### config.mk
export PLATFORM = sky130hd
export DESIGN_NAME = trivium_xor_stage
export DESIGN_NICKNAME = d
export VERILOG_FILES = /design/src/rtl/trivium_xor_stage.sv
export SDC_FILE = /design/constraint.sdc
export NUM_CORES = 1
export LEC_CHECK = 0
export ABC_AREA = 1
export CAP_MARGIN = 5
export CORE_ASPECT_RATIO = 0.6
export CORE_MARGIN = 8
export CORE_UTILIZATION = 54
export CTS_CLUSTER_SIZE = 14
export DETAILED_ROUTE_END_ITERATION = 10
export GPL_TIMING_DRIVEN = 0
export PLACE_DENSITY = 0.77
export SYNTH_ARGS = -nofsm -noshare
export SYNTH_HDL_FRONTEND = slang
export SYNTH_SLANG_ARGS = --single-unit
export TNS_END_PERCENT = 20
### constraint.sdc
create_clock -name clk -period 1.75 [get_ports clk]
set_input_delay 0.4375 -clock clk [delete_from_list [all_inputs] [get_ports clk]]
set_output_delay 0.4375 -clock clk [all_outputs]
set_load 0.02 [all_outputs]
### src/rtl/trivium_xor_stage.sv
// Packs the serial Trivium keystream LSB-first into bytes, buffers them in a small FIFO
// and XORs each one with a plaintext byte. Optional ct_par output when CT_PARITY_EN is defined.
module trivium_xor_stage #(
   parameter int FIFO_DEPTH = 4,
   parameter int LEN_W      = 12
) (
   input  logic             clk,
   input  logic             reset,
   input  logic             start,
   input  logic [LEN_W-1:0] msg_len,
   input  logic             ks_valid,
   input  logic             ks_bit,
   output logic             ks_ready,
   input  logic             pt_valid,
   input  logic [7:0]       pt_data,
   output logic             pt_ready,
   output logic             ct_valid,
   output logic [7:0]       ct_data,
   output logic             ct_last,
   input  logic             ct_ready,
`ifdef CT_PARITY_EN
   output logic             ct_par,
`endif
   output logic             busy,
   output logic             done
);

   localparam int AW = (FIFO_DEPTH > 1) ? $clog2(FIFO_DEPTH) : 1;

   typedef enum logic {IDLE, RUN} state_e;

   state_e                          state_q, state_d;
   logic [LEN_W-1:0]                len_q, len_d;
   logic [LEN_W-1:0]                ks_byte_cnt_q, ks_byte_cnt_d;
   logic [LEN_W-1:0]                ct_byte_cnt_q, ct_byte_cnt_d;
   logic [2:0]                      bit_idx_q, bit_idx_d;
   logic [7:0]                      shift_q, shift_d;
   logic [FIFO_DEPTH-1:0][7:0]      fifo_mem_q, fifo_mem_d;
   logic [AW:0]                     wr_ptr_q, wr_ptr_d;
   logic [AW:0]                     rd_ptr_q, rd_ptr_d;
   logic                            ct_valid_q, ct_valid_d;
   logic [7:0]                      ct_data_q, ct_data_d;
   logic                            ct_last_q, ct_last_d;
   logic                            done_q, done_d;
`ifdef CT_PARITY_EN
   logic                            ct_par_q, ct_par_d;
`endif

   logic run, fifo_empty, fifo_full, ks_fire, pt_fire;

   always_comb begin
      state_d       = state_q;
      len_d         = len_q;
      ks_byte_cnt_d = ks_byte_cnt_q;
      ct_byte_cnt_d = ct_byte_cnt_q;
      bit_idx_d     = bit_idx_q;
      shift_d       = shift_q;
      fifo_mem_d    = fifo_mem_q;
      wr_ptr_d      = wr_ptr_q;
      rd_ptr_d      = rd_ptr_q;
      ct_valid_d    = ct_valid_q;
      ct_data_d     = ct_data_q;
      ct_last_d     = ct_last_q;
      done_d        = 1'b0;

      run        = (state_q == RUN);
      fifo_empty = (wr_ptr_q == rd_ptr_q);
      // Extra pointer bit distinguishes full from empty when the index bits match.
      fifo_full  = (wr_ptr_q[AW] != rd_ptr_q[AW]) &&
                   (wr_ptr_q[AW-1:0] == rd_ptr_q[AW-1:0]);
      ks_ready   = run && (ks_byte_cnt_q < len_q) && !fifo_full;
      pt_ready   = run && !fifo_empty && (!ct_valid_q || ct_ready);
      ks_fire    = ks_valid && ks_ready;
      pt_fire    = pt_valid && pt_ready;

      case (state_q)
         IDLE: begin
            if (start) begin
               if (msg_len != '0) begin
                  state_d       = RUN;
                  len_d         = msg_len;
                  ks_byte_cnt_d = '0;
                  ct_byte_cnt_d = '0;
                  bit_idx_d     = '0;
                  shift_d       = '0;
                  wr_ptr_d      = '0;
                  rd_ptr_d      = '0;
               end else begin
                  done_d = 1'b1;
               end
            end
         end
         RUN: begin
            if (ks_fire) begin
               shift_d[bit_idx_q] = ks_bit;
               bit_idx_d          = bit_idx_q + 3'd1;
               if (bit_idx_q == 3'd7) begin
                  fifo_mem_d[wr_ptr_q[AW-1:0]] = {ks_bit, shift_q[6:0]};
                  wr_ptr_d      = wr_ptr_q + 1'b1;
                  ks_byte_cnt_d = ks_byte_cnt_q + LEN_W'(1);
               end
            end
            if (pt_fire) begin
               rd_ptr_d      = rd_ptr_q + 1'b1;
               ct_valid_d    = 1'b1;
               ct_data_d     = pt_data ^ fifo_mem_q[rd_ptr_q[AW-1:0]];
               ct_last_d     = (ct_byte_cnt_q == len_q - LEN_W'(1));
               ct_byte_cnt_d = ct_byte_cnt_q + LEN_W'(1);
            end else if (ct_ready) begin
               ct_valid_d = 1'b0;
               ct_last_d  = 1'b0;
            end
            if (ct_valid_q && ct_ready && ct_last_q) begin
               state_d = IDLE;
               done_d  = 1'b1;
            end
         end
         default: state_d = IDLE;
      endcase
`ifdef CT_PARITY_EN
      ct_par_d = ^ct_data_d;
`endif
   end

   always_ff @(posedge clk or negedge reset) begin
      if (!reset) begin
         state_q       <= IDLE;
         len_q         <= '0;
         ks_byte_cnt_q <= '0;
         ct_byte_cnt_q <= '0;
         bit_idx_q     <= '0;
         shift_q       <= '0;
         fifo_mem_q    <= '0;
         wr_ptr_q      <= '0;
         rd_ptr_q      <= '0;
         ct_valid_q    <= 1'b0;
         ct_data_q     <= '0;
         ct_last_q     <= 1'b0;
         done_q        <= 1'b0;
`ifdef CT_PARITY_EN
         ct_par_q      <= 1'b0;
`endif
      end else begin
         state_q       <= state_d;
         len_q         <= len_d;
         ks_byte_cnt_q <= ks_byte_cnt_d;
         ct_byte_cnt_q <= ct_byte_cnt_d;
         bit_idx_q     <= bit_idx_d;
         shift_q       <= shift_d;
         fifo_mem_q    <= fifo_mem_d;
         wr_ptr_q      <= wr_ptr_d;
         rd_ptr_q      <= rd_ptr_d;
         ct_valid_q    <= ct_valid_d;
         ct_data_q     <= ct_data_d;
         ct_last_q     <= ct_last_d;
         done_q        <= done_d;
`ifdef CT_PARITY_EN
         ct_par_q      <= ct_par_d;
`endif
      end
   end

   assign ct_valid = ct_valid_q;
   assign ct_data  = ct_data_q;
   assign ct_last  = ct_last_q;
   assign busy     = (state_q == RUN);
   assign done     = done_q;
`ifdef CT_PARITY_EN
   assign ct_par   = ct_par_q;
`endif

endmodule

After elaboration in Yosys (flattened, before gate mapping)
Cells that the tools add are included.
{"block": "op_classes", "n_eq_ne": 10, "n_reduce_logical": 24, "mux": 39, "add_sub_neg": 6, "n_lt_le_gt_ge": 6, "bitwise_logic": 2}
{"op": "$mux W12", "n": 5}
{"op": "$pmux W12 S2", "n": 2}
{"op": "$mux W8", "n": 5}
{"op": "$bwmux W32", "n": 1}
{"op": "$add A12 B1 Y12 const B", "n": 2}
{"op": "$mux W3", "n": 6}
{"op": "$pmux W3 S2", "n": 3}
{"op": "$bmux W8 S2", "n": 1}
{"op": "$demux W8 S2", "n": 1}
{"op": "$pmux W8 S2", "n": 1}
{"op": "$eq A12 B12 Y1", "n": 1}
{"op": "$lt A12 B12 Y1", "n": 1}
{"op": "$reduce_and A3 Y1", "n": 4}
{"op": "$reduce_bool A12 Y1", "n": 1}
{"op": "$sub A12 B1 Y12 const B", "n": 1}
{"op": "$logic_and A1 B1 Y1", "n": 11}
{"op": "$mux W1", "n": 10}
{"op": "$add A3 B1 Y3 const B", "n": 3}
{"op": "$bwmux W8", "n": 1}
{"op": "$xor A8 B8 Y8", "n": 1}
{"op": "$lt A2 B3 Y1 const B", "n": 2}
{"op": "$ne A2 B1 Y1 const B", "n": 3}
{"op": "$lt A3 B4 Y1 const B", "n": 1}
{"op": "$ne A2 B2 Y1 const B", "n": 2}
{"op": "other kinds (14)", "n": 18}
{"block": "totals", "wordCells": 103, "ff_bits": 97, "inputBits": 27, "out_inout_bits": 14}

Depth between registers and ports, before layout
Gate-level depths: netlist of the first run.
{"block": "logic_depth", "word_depth": 7, "mapped_depth": 14, "depth_no_buf": 14}

Least setup slack after synthesis of the first run
No wires, ideal clock.
{"block": "synth_path", "path_kind": "flip-flop to flip-flop", "startpoint": "register len_q[7]", "endpoint": "register fifo_mem_q[0] (netlist bit)", "required_time_ps": 1631, "stages_incl_launch_ff": 13, "arrival_ps": 1906, "n_path_buf": 0, "setup_slack_ps": -275, "period_less_slack_ps": 2025, "setup_ps": 119, "path_cell_list": "dfrtp_1 -> inv_1 -> ha_1 -> nand2_1 -> inv_1 -> nand2_1 -> nand2_1 -> a21oi_2 -> nand3_1 -> nor2_2 -> nand4_1 -> nand2_1 -> nand2_1"}
{"block": "synth_between", "elab_chain_cells": 5}
{"element": "start: declaration", "line_no": "33", "text": "logic [LEN_W-1:0] len_q, len_d;"}
{"element": "start signal: assignment", "line_no": "145", "text": "len_q <= len_d;"}
{"element": "$lt A12 B12 Y1", "line_no": "71", "text": "ks_ready = run && (ks_byte_cnt_q < len_q) && !fifo_full;"}
{"element": "$logic_and A1 B1 Y1 (2 in series)", "line_no": "71"}
{"element": "named net ks_ready", "line_no": "13", "text": "output logic ks_ready,"}
{"element": "$logic_and A1 B1 Y1", "line_no": "73", "text": "ks_fire = ks_valid && ks_ready;"}
{"element": "$reduce_and A3 Y1 (no line)"}
{"element": "end signal: assignment", "line_no": "150", "text": "fifo_mem_q <= fifo_mem_d;"}
{"element": "end: declaration", "line_no": "38", "text": "logic [FIFO_DEPTH-1:0][7:0] fifo_mem_q, fifo_mem_d;"}
The timed path passes the listed nets, and every way through them passes these cells.
A chain may end at the register's enable or synchronous reset.

Worst setup path in the final report of the first run
{"block": "layout_path", "startpoint": "register len_q[11]", "endpoint": "register fifo_mem_q[23] (netlist bit)"}
{"block": "layout_between", "elab_chain_cells": 5}
{"element": "$lt A12 B12 Y1", "line_no": "71"}
{"element": "$logic_and A1 B1 Y1 (2 in series)", "line_no": "71"}
{"element": "$logic_and A1 B1 Y1", "line_no": "73"}
{"element": "$reduce_and A3 Y1 (no line)"}
Every way passes these cells.

==> results by group, run 1 <==
Critical path
  • Crit path arrival time: 2.64 ns
  • Crit Path Max Fanout: 8
  • Crit-path leading delay family: simple AND/OR/NAND/NOR gates
  • WS Path Type: flip-flop to flip-flop
  • Slowest CP cell: dfrtp_1
  • Critical path, cell by cell: inv_2 > ha_4 > nand2_4 > inv_1 > nand2_1 > nand2_2 > a21oi_4 > buf_4 > buf_6 > nand4_1 > nor2_4 > buf_4 > buf_6 > nand4_1 > nand2_1
  • Crit path buf inv count: 6
  • CP max stage delay: 0.41 ns
  • CP endpoint kind: flip-flop
  • WP data required: 2.04 ns
  • Worst Setup Start Kind: flip-flop

GRT
  • Total grt overflow: 0
  • Vias in the first global route: 5074
  • Largest net degree at the start of global routing: 50
  • First-pass GRT wire length: 25750 um
  • Tot GR Track Use: 22.94%
  • Initial antenna violation count: 0

Outcome
  • Failing checks: negative setup slack
  • Outcome: complete, but fails checks

Clocking
  • Clk_lat worst skew: 0.35 ns
  • CTS clock-pin slew for the worst setup and hold paths: 0.07 ns
  • Sinks on Clock Net: 96
  • CTS tree: done
  • Cts bufs inserted: 9
  • H-tree lvl count: 3
  • CTS max path bufs: 2
  • # hold bufs at CTS: 0
  • CTS root buf: clkbuf_16

Power
  • Power Total: 9.944 mW
  • Leak Pwr: 3.704 nW
  • Pwr per Cell Area: 1376 nW/um2
  • Peak VDD IR: 0.8565 mV

Final layout
  • Final std cells w/o fill: 997
  • Share of layout cells above drive strength 1: 18.30%
  • Highest-count cells in the layout ignoring fill and taps: nand2_1 (230), dfrtp_1 (84), nor2_1 (68), inv_1 (48), nand4_1 (47)
  • Most common cell after layout, fill and taps aside: nand2_1
  • Fill count: 742
  • Post-layout util: 69.39%
  • Layout Nets: 901
  • Area grow syn2layout: 27.20%
  • Diode count: 0

Drt
  • Drt pass-1 iters: 5
  • # DRC: 0
  • Average vias per placed instance: 5.575
  • WL final: 16420 um
  • DR iter-0 viols: 409
  • Via count: 5558
  • Remaining antenna violation count: 0
  • Routed WL per cell: 16.46 um

Floorplan
  • Core area: 10410 um2
  • Initial Utilization: 54.55%
  • Die H: 95.45 um
  • # IOs: 41
  • Row cnt: 29
  • Die W: 148.4 um
  • Die ar.: 14170 um2

Timing
  • Final min period: 2.343 ns
  • Worst setup margin: -0.5934 ns
  • Final hold vios: 0
  • Final Setup Violations: 60
  • Max-slew violations: 0
  • Final Skew: 0.009066 ns
  • Peak Freq: 426.7 MHz
  • Period Utilization, post-route: 133.9%
  • RSZ-0062 raised after global routing: yes
  • Worst-Margin Slew: 0.6651 ns
  • Worst relative slew slack: 55.66%

Synthesis
  • Seq/Total Area, Yosys: 42.29%
  • Synthesis-stage register bit count: 96
  • Mean post-synth cell area: 7.524 um2
  • Synthesis Warnings: 0
  • Syn nets: 803
  • Synthesized cell area: 5680 um2
  • Cell count after synthesis: 755
  • Netlist cell types: 33

Placement
  • Dpl hpwl: 11070 um
  • Placed insts: 935
  • GPL Wtd Cong: 0.8606
  • Input/output buffers: 40

Min path
  • Worst hold path class: input pin to async pin

Job
  • # Max-Cap Violations: 0
per-stage QoR:
stage / setup TNS, ns / hold WS [ns] / setup WS, ns / area [um2]
after floorplan: -5.973 / 0.1419 / -0.1847 / 5685
after global routing: -28.95 / 0.1659 / -0.6998 / 7226
final: -22.10 / 0.1090 / -0.5934 / 7226
after global placement: -352.82 / 0.4554 / -3.288 / 6260
after detailed placement: -44.81 / 0.4582 / -0.8476 / 6285
after CTS: -12.84 / 0.1306 / -0.5317 / 6967
report_power, final:
group	total [mW]	internal, mW	switching [mW]
registers	3.45	2.82	0.630
logic	4.58	1.95	2.63
clock network	1.91	1.01	0.902
total	9.94	5.78	4.16
cell type report:
type                            count  area [um2]  area share [%]
Sequential cell                    96        2417           33.45
Multi-Input combinational cell    565        3079           42.61
Inverter                           63       236.5           3.273
Timing Repair Buffer               87       838.3           11.60
Buffer                             31       197.7           2.736
Tap cell                          139       173.9           2.407
Clock inverter                      5       40.04          0.5541
Clock buffer                       11       242.7           3.359
final timing paths:
| check | from | endpoint | slack (ns) | depth (start not counted) |
|---|---|---|---|---|
| max in group asynchronous | reset | wr_ptr_q[0] | 0.96 | 2 |
| max | len_q[11] | fifo_mem_q[23] | -0.59 | 15 |
| min | reset | ct_byte_cnt_q[3] | 0.11 | 1 |
| min reg2reg | ct_data[7] | ct_data[7] | 0.48 | 2 |
| max reg2reg | len_q[11] | fifo_mem_q[23] | -0.59 | 15 |
| min in group clk | msg_len[2] | len_q[2] | 0.38 | 3 |
registers in the layout (all words and copies together), names as in the netlist:
register and cells:
bit_idx_q 3, busy 1, ct_byte_cnt_q 12, ct_data 8
ct_last 1, ct_valid 1, done 1, fifo_mem_q 32
ks_byte_cnt_q 12, len_q 12, rd_ptr_q 3, shift_q 7
wr_ptr_q 3
per-layer routing:
metal | GRT usage, % | wire length, um
met5 | 0 | 0
met1 | 31.94 | 7409
met3 | 5.735 | 1513
met2 | 35.44 | 7314
met4 | 5.401 | 178
synthesized netlist by cell type:
library cell | instances | share of area, %
nand4_4 | 1 | 0.37
nand3b_1 | 2 | 0.26
o21ai_1 | 4 | 0.35
o22ai_1 | 8 | 0.88
nand3_2 | 1 | 0.18
and3_1 | 1 | 0.11
buf_4 | 3 | 0.40
buf_6 | 2 | 0.40
dfrtp_1 | 96 | 42
nor2_1 | 70 | 4.6
ha_1 | 21 | 4.6
nor2_2 | 2 | 0.22
clkbuf_2 | 1 | 0.088
nand3_1 | 44 | 3.9
a21oi_1 | 17 | 1.5
nor4_1 | 2 | 0.22
nand4_1 | 47 | 5.2
o21ai_0 | 45 | 4.0
xnor3_1 | 1 | 0.40
nor3_1 | 8 | 0.70
and2_1 | 1 | 0.11
nand2_1 | 240 | 16
nor3_2 | 2 | 0.35
xor2_1 | 18 | 2.8
inv_2 | 2 | 0.13
inv_1 | 61 | 4.0
clkbuf_1 | 15 | 0.99
xnor2_1 | 18 | 2.8
a21oi_2 | 1 | 0.15
nand2_4 | 1 | 0.20
or2_2 | 9 | 0.99
nand2_2 | 1 | 0.11
buf_2 | 10 | 0.88
worst register-to-register path: cells and delay by family (launching register included):
kind,cells,cell delay [ns]
AO/OA/AOI/OAI,1,0.13
adder cells (fa/ha/maj),1,0.22
buffers and inverters,6,0.66
flip-flops,1,0.41
AND/OR/NAND/NOR,7,0.87
cell families after synthesis:
family | share of synthesized area (%)
flip-flops | 42.29
AND/OR/NAND/NOR | 33.37
XOR/XNOR | 5.947
AO/OA/AOI/OAI | 6.850
buffers and inverters | 6.916
adder cells (fa/ha/maj) | 4.626
repair_timing:
action	in CTS	in global routing
cloned	2	1
resized for setup	75	49
endpoints found under the setup margin	92	103
setup buffers	27	16
pin swaps	26	25
Power figures use the tool's default switching activity.
==> run 2: changes to the inputs <==
--- a/config.mk
+++ b/config.mk
@@ -10,6 +10,7 @@
 export CORE_ASPECT_RATIO = 0.6
 export CORE_MARGIN = 8
 export CORE_UTILIZATION = 54
+export CTS_CLUSTER_DIAMETER = 80
 export CTS_CLUSTER_SIZE = 14
 export DETAILED_ROUTE_END_ITERATION = 10
 export GPL_TIMING_DRIVEN = 0
==> results of run 2 <==
Final layout, timing and power as in run 1 (identical DEF).
